$ cat src/rtl/instr_fetch.sv
// ---------------------------------------------------------------------------
// Module: instr_fetch
//
// Purpose:
//   Instruction fetch sequencer. This is the producer side of the instruction
//   decoder interface. It owns the program counter and reads one instruction
//   byte at a time from a synchronous program memory. It presents each byte
//   on instruction/EN and holds it until the consumer acks it. It also
//   handles jump redirects, a level-sensitive halt, and PC wrap-around.
//
//   Each instruction passes through three states:
//     FETCH   : issue a read at pc (unless halted or redirected)
//     WAIT    : capture the returning byte, advance pc
//     PRESENT : hold instruction with EN=1 until ack
//   The back-to-back rate is therefore one instruction every three cycles.
//
// Parameters:
//   ADDR_W  program address width; pc wraps modulo 2**ADDR_W
//   DATA_W  instruction width ([7:4] opcode, [3:0] immediate for the decoder)
//   CNT_W   width of the retired-instruction counter
//
// Ports:
//   clk          in   1       rising-edge clock
//   rst          in   1       synchronous active-high reset
//   mem_addr     out  ADDR_W  program memory read address (equals pc)
//   mem_rd       out  1       read strobe; mem_data is valid one cycle later
//   mem_data     in   DATA_W  program memory read data
//   instruction  out  DATA_W  instruction byte to the decoder, held while EN=1
//   EN           out  1       instruction valid / decoder enable
//   ack          in   1       consumer accepts the instruction (only with EN=1)
//   jump         in   1       redirect request (with ack, or any cycle EN=0)
//   jump_addr    in   ADDR_W  redirect target
//   halt         in   1       level; blocks new fetches while high
//   pc           out  ADDR_W  address of the next byte to fetch
//   retired      out  CNT_W   number of acked instructions, wrapping
// ---------------------------------------------------------------------------
module instr_fetch #(
    parameter int ADDR_W = 8,
    parameter int DATA_W = 8,
    parameter int CNT_W  = 16
) (
    input  logic              clk,
    input  logic              rst,
    output logic [ADDR_W-1:0] mem_addr,
    output logic              mem_rd,
    input  logic [DATA_W-1:0] mem_data,
    output logic [DATA_W-1:0] instruction,
    output logic              EN,
    input  logic              ack,
    input  logic              jump,
    input  logic [ADDR_W-1:0] jump_addr,
    input  logic              halt,
    output logic [ADDR_W-1:0] pc,
    output logic [CNT_W-1:0]  retired
);

    typedef enum logic [1:0] {
        S_FETCH   = 2'd0,
        S_WAIT    = 2'd1,
        S_PRESENT = 2'd2
    } state_t;

    state_t            state_q, state_d;
    logic [ADDR_W-1:0] pc_q, pc_d;
    logic [DATA_W-1:0] instr_q, instr_d;
    logic              en_q, en_d;
    logic [CNT_W-1:0]  retired_q, retired_d;

    // State and datapath registers. Reset has priority over everything, so a
    // read that is in flight when reset hits is simply never captured.
    always_ff @(posedge clk) begin
        if (rst) begin
            state_q   <= S_FETCH;
            pc_q      <= '0;
            instr_q   <= '0;
            en_q      <= 1'b0;
            retired_q <= '0;
        end else begin
            state_q   <= state_d;
            pc_q      <= pc_d;
            instr_q   <= instr_d;
            en_q      <= en_d;
            retired_q <= retired_d;
        end
    end

    // Next-state logic and the combinational read strobe.
    // A jump in FETCH wins over both halt and the pending read: the read is
    // suppressed, and the next FETCH cycle issues it at the new pc. A jump in
    // WAIT drops the returning byte and does not apply the +1 increment.
    // In PRESENT a jump only takes effect together with ack.
    always_comb begin
        state_d   = state_q;
        pc_d      = pc_q;
        instr_d   = instr_q;
        en_d      = en_q;
        retired_d = retired_q;
        mem_rd    = 1'b0;

        unique case (state_q)
            S_FETCH: begin
                if (jump) begin
                    pc_d = jump_addr;
                end else if (!halt && !rst) begin
                    mem_rd  = 1'b1;
                    state_d = S_WAIT;
                end
            end

            S_WAIT: begin
                if (jump) begin
                    pc_d    = jump_addr;
                    state_d = S_FETCH;
                end else begin
                    instr_d = mem_data;
                    pc_d    = pc_q + ADDR_W'(1);
                    en_d    = 1'b1;
                    state_d = S_PRESENT;
                end
            end

            S_PRESENT: begin
                if (ack) begin
                    retired_d = retired_q + CNT_W'(1);
                    en_d      = 1'b0;
                    state_d   = S_FETCH;
                    if (jump) begin
                        pc_d = jump_addr;
                    end
                end
            end

            default: begin
                en_d    = 1'b0;
                state_d = S_FETCH;
            end
        endcase
    end

    // The read address always tracks pc. It only matters while mem_rd=1.
    assign mem_addr    = pc_q;
    assign pc          = pc_q;
    assign instruction = instr_q;
    assign EN          = en_q;
    assign retired     = retired_q;

endmodule
$ cat config.mk
export PLATFORM = sky130hd
export DESIGN_NAME = instr_fetch
export DESIGN_NICKNAME = d
export VERILOG_FILES = /design/src/rtl/instr_fetch.sv
export SDC_FILE = /design/constraint.sdc
export NUM_CORES = 1
export LEC_CHECK = 0
export CAP_MARGIN = 20
export CORE_ASPECT_RATIO = 0.7
export CORE_MARGIN = 1
export CORE_UTILIZATION = 46
export CTS_CLUSTER_DIAMETER = 40
export DETAILED_ROUTE_END_ITERATION = 12
export HOLD_SLACK_MARGIN = 0.06
export PLACE_DENSITY_LB_ADDON = 0.25
export SLEW_MARGIN = 30
export SYNTH_ARGS = -nofsm -noshare
export SYNTH_HDL_FRONTEND = slang
export SYNTH_SLANG_ARGS = --single-unit
export TNS_END_PERCENT = 30
$ cat constraint.sdc
create_clock -name clk -period 4.1 [get_ports clk]
set_clock_uncertainty 0.05 [all_clocks]
set_input_delay 1.23 -clock clk [delete_from_list [all_inputs] [get_ports clk]]
set_output_delay 1.23 -clock clk [all_outputs]
set_load 0.01 [all_outputs]
==> impl.org <==
** Status
- Outcome :: complete, no violations

** Finish
- Compared with the post-synthesis result, the final layout area differs by 41.3%.
- After routing the design area is roughly 2400 sq um.
- After the flow finishes, the layout carries non-filler instances totaling 305.
- Fraction of final layout cells with drive strength greater than 1 :: 6.27%
- Antenna diodes :: 0
- Number of nets in the layout :: around 280
- Once layout is complete, the utilization of the core stands at between 60% and 70%.

** Place
- Total half-perimeter wirelength after legalization and detailed placement :: between 2000 and 3000 um
- Number of I/O port buffers :: 62
- Routability congestion estimate :: between 0.7 and 0.8
- The number of placed instances, taps included, is 297.
- Area post-placement :: about 2300 sq um

** Drt
- Number of nets with antenna violations after detailed routing :: 0
- In the final routed layout, each cell accounts on average for between 10 and 15 um.
- Via density :: approximately 5.2
- Starting DRT DRC Count :: 66
- The final route contains around 1,600 vias.
- Summed over all layers, the routed wires come to around 3800 um.
- Residual DRC count :: 0
- The first detailed-routing pass took 4 iterations.

** Critical path
- For the worst setup path, the data arrival time is 2.65 ns.
- Tracing the worst setup path back leads to its startpoint at jump.
- R2R depth :: 4
- Critical R2R Capture :: retired[14]
- Worst setup EP type :: output port
- Of all nets on the critical path, the largest fanout is 4.
- Required time of the worst setup path :: 2.82 ns
- The worst register-to-register path begins at state_q[1].
- Following the worst setup path forward leads to its endpoint at mem_rd.
- The worst setup path is launched from a primary input.
- By startpoint and endpoint, the worst setup path is classified as primary input to output port.
- Setup slack, reg-to-reg :: around 2.2 ns

** Clock tree
- Clock tree root driver cell :: clkbuf_8
- TritonCTS built the clock tree.
- For the worst-skew pair, the clock arrives at the later sink with an insertion delay of slightly below 0.3 ns.
- The tree built by TritonCTS fans out to 35 sinks.
- Clock transition at the registers of the reported paths :: approximately 0.070 ns
- Gates resized during post-CTS repair numbered 0.
- The H-tree was split into 2 levels.
- Number of hold-repair buffers added at the cts stage :: 0
- Number of buffers added for setup after CTS :: 0
- Deepest clock path buffer count :: 2
- Num CTS Buffers :: 5

** Hold path
- The min-delay analysis places its worst path in the category flop to flop.

** Timing
- Final setup vio count :: 0
- Tightest Pin Transition :: 0.463 ns
- Measured against its own limit, the worst slew margin works out to around 69%.
- The number of pins exceeding their max-slew limit in the final report was 0.
- Final Cycle Share :: 95.7%
- Based on the critical path, the design can be clocked at up to roughly 0.25 GHz.
- Unrepaired setup endpoints after global routing :: false
- Final count of hold timing violations :: 0
- For the finished layout, the period the worst path requires is around 3.9 ns.
- Final sum of negative setup slack :: 0 ns

** Die
- For this configuration, the core starts out at a cell density of between 40 and 50%.
- The floorplan step defined a core boundary enclosing 3540 sq um.
- The floorplan has 18 rows.
- The floorplan step set the die height to approximately 53 um.
- I/O Pins :: 63
- Die span in x :: about 75 um
- The die covers 3940 sq um.

** GRT
- In the global route stage, overall resource usage came out at just under 20%.
- The initial antenna violation count is 0.
- The number of global-route vias before repair was 1,279.
- Global-route wire length before repair :: a little under 6000 um
- After global routing the overflow that remains totals 0.
- Entering global routing, the biggest net connects 39 pins.

** Power
- The worst-case IR drop observed on VDD is between 200 and 250 uV.
- Summing internal, switching and leakage power gives approximately 0.76 mW.
- Cell leakage power :: 0.835 nW
- Power Density :: between 300 and 400 nW/um^2

** Synthesis
- Post-synth EDFFs :: 0
- Number of nets produced by synthesis :: 223
- Post-synthesis cell type count :: 44
- After synthesis, flip-flops and latches occupy just over 40% of the total area.
- Count of warnings emitted by yosys :: 0
- Cell Area, Synth :: 1700 sq um
- Proportion of register bits with asynchronous set or reset after synthesis :: 0%
- Post-Syn Instances :: 200
- Mean area per synthesized cell :: about 8.5 sq um
- After synthesis the netlist holds a flip-flop and latch count of 35.
- Leading register cell type out of synthesis :: dfxtp_1

** Job
- Max-cap violations in this run came to 0.
[cell type report]
cell class              count  area [sq um]
fillers                   322          1130
clock buffers               5          68.8
inverters                   4          15.0
multi-input cells         143           867
clock inverters             3          43.8
repair buffers             65           643
well taps                  50          62.6
flip-flops and latches     35           701
[cells in the final DEF (no fill, tap or decap), types with 2 or more instances in the layout]
master           synthesis  final
clkdlybuf4s50_1          0     62
dfxtp_1                 35     35
a21oi_1                 24     24
nand2_1                 22     22
nor2_1                  17     17
nand3_1                  9      9
o21ai_0                  8      8
xor2_1                   8      8
nand4_1                  5      5
o31ai_1                  5      5
clkbuf_8                 0      5
a211oi_1                 4      4
or4_1                    4      4
nor3_1                   4      4
inv_1                    4      4
or3_1                    3      3
buf_4                    8      3
nor4b_1                  2      2
and3_1                   2      2
xnor2_1                  2      2
nand2b_1                 2      2
o32ai_1                  2      2
ha_1                     2      2
[metal layers]
layer	part of all wire, %	GRT usage (%)
met3	6.3	6.10
met4	1.4	7.55
met1	51	27.5
met2	41	28.4
met5	0	0
[cells by family after synthesis]
group	share of synthesized area, %
flip-flops	41.2
multiplexers	0.589
AND/OR/NAND/NOR	26.9
buffers and inverters	7.73
AO/OA/AOI/OAI	16.9
XOR/XNOR	5.15
adder cells (fa/ha/maj)	1.47
[power by group]
group	leakage [nW]	switching (mW)	internal, mW
Clock	0.0581	0.127	0.181
Combinational	0.493	0.0384	0.0556
Sequential	0.284	0.0124	0.349
[stage by stage]
stage,setup WS [ns],hold slack [ns]
final,0.175,0.406
after floorplan,0.928,0.431
after CTS,0.141,0.407
after detailed placement,0.167,0.396
after global placement,0.155,0.393
after global routing,0.0455,0.429
[critical path: stages]
cell             delay (ns)
clkdlybuf4s50_1        0.47
nor2_1                 0.14
nor4b_1                0.23
clkdlybuf4s50_1        0.58
[cells in the mapped netlist, types with 2 or more instances]
library cell | instances | area, sq um
xor2_1 | 8 | 70.1
ha_1 | 2 | 25.0
or4_1 | 4 | 30.0
nor3_1 | 4 | 20.0
a21oi_1 | 24 | 120
nand2_1 | 22 | 82.6
and3_1 | 2 | 12.5
buf_6 | 2 | 22.5
o31ai_1 | 5 | 37.5
buf_4 | 8 | 60.1
xnor2_1 | 2 | 17.5
nand4_1 | 5 | 31.3
dfxtp_1 | 35 | 701
nor4b_1 | 2 | 17.5
a211oi_1 | 4 | 30.0
o21ai_0 | 8 | 40.0
nand3_1 | 9 | 45.0
o32ai_1 | 2 | 17.5
buf_2 | 2 | 10.0
inv_1 | 4 | 15.0
nand2b_1 | 2 | 12.5
clkbuf_1 | 4 | 15.0
nor2_1 | 17 | 63.8
or3_1 | 3 | 18.8
[worst min-delay path by stage]
| stage | start | end | slack, ns | cells after the start |
|---|---|---|---|---|
| final | instruction[4] | instruction[4] | 0.41 | 2 |
| after global routing | instruction[6] | instruction[6] | 0.43 | 2 |
| after CTS | instruction[7] | instruction[7] | 0.41 | 2 |
| after detailed placement | instruction[7] | instruction[7] | 0.40 | 2 |
| after global placement | instruction[1] | instruction[1] | 0.39 | 2 |
| after floorplan | instruction[0] | instruction[0] | 0.43 | 2 |
[sequential cells by signal, indices dropped and copies added (netlist names)]
signal and flops:
state_q 2, instruction 8, retired 16, EN 1
mem_addr 8
No activity file was read; power rests on OpenSTA's default activity.
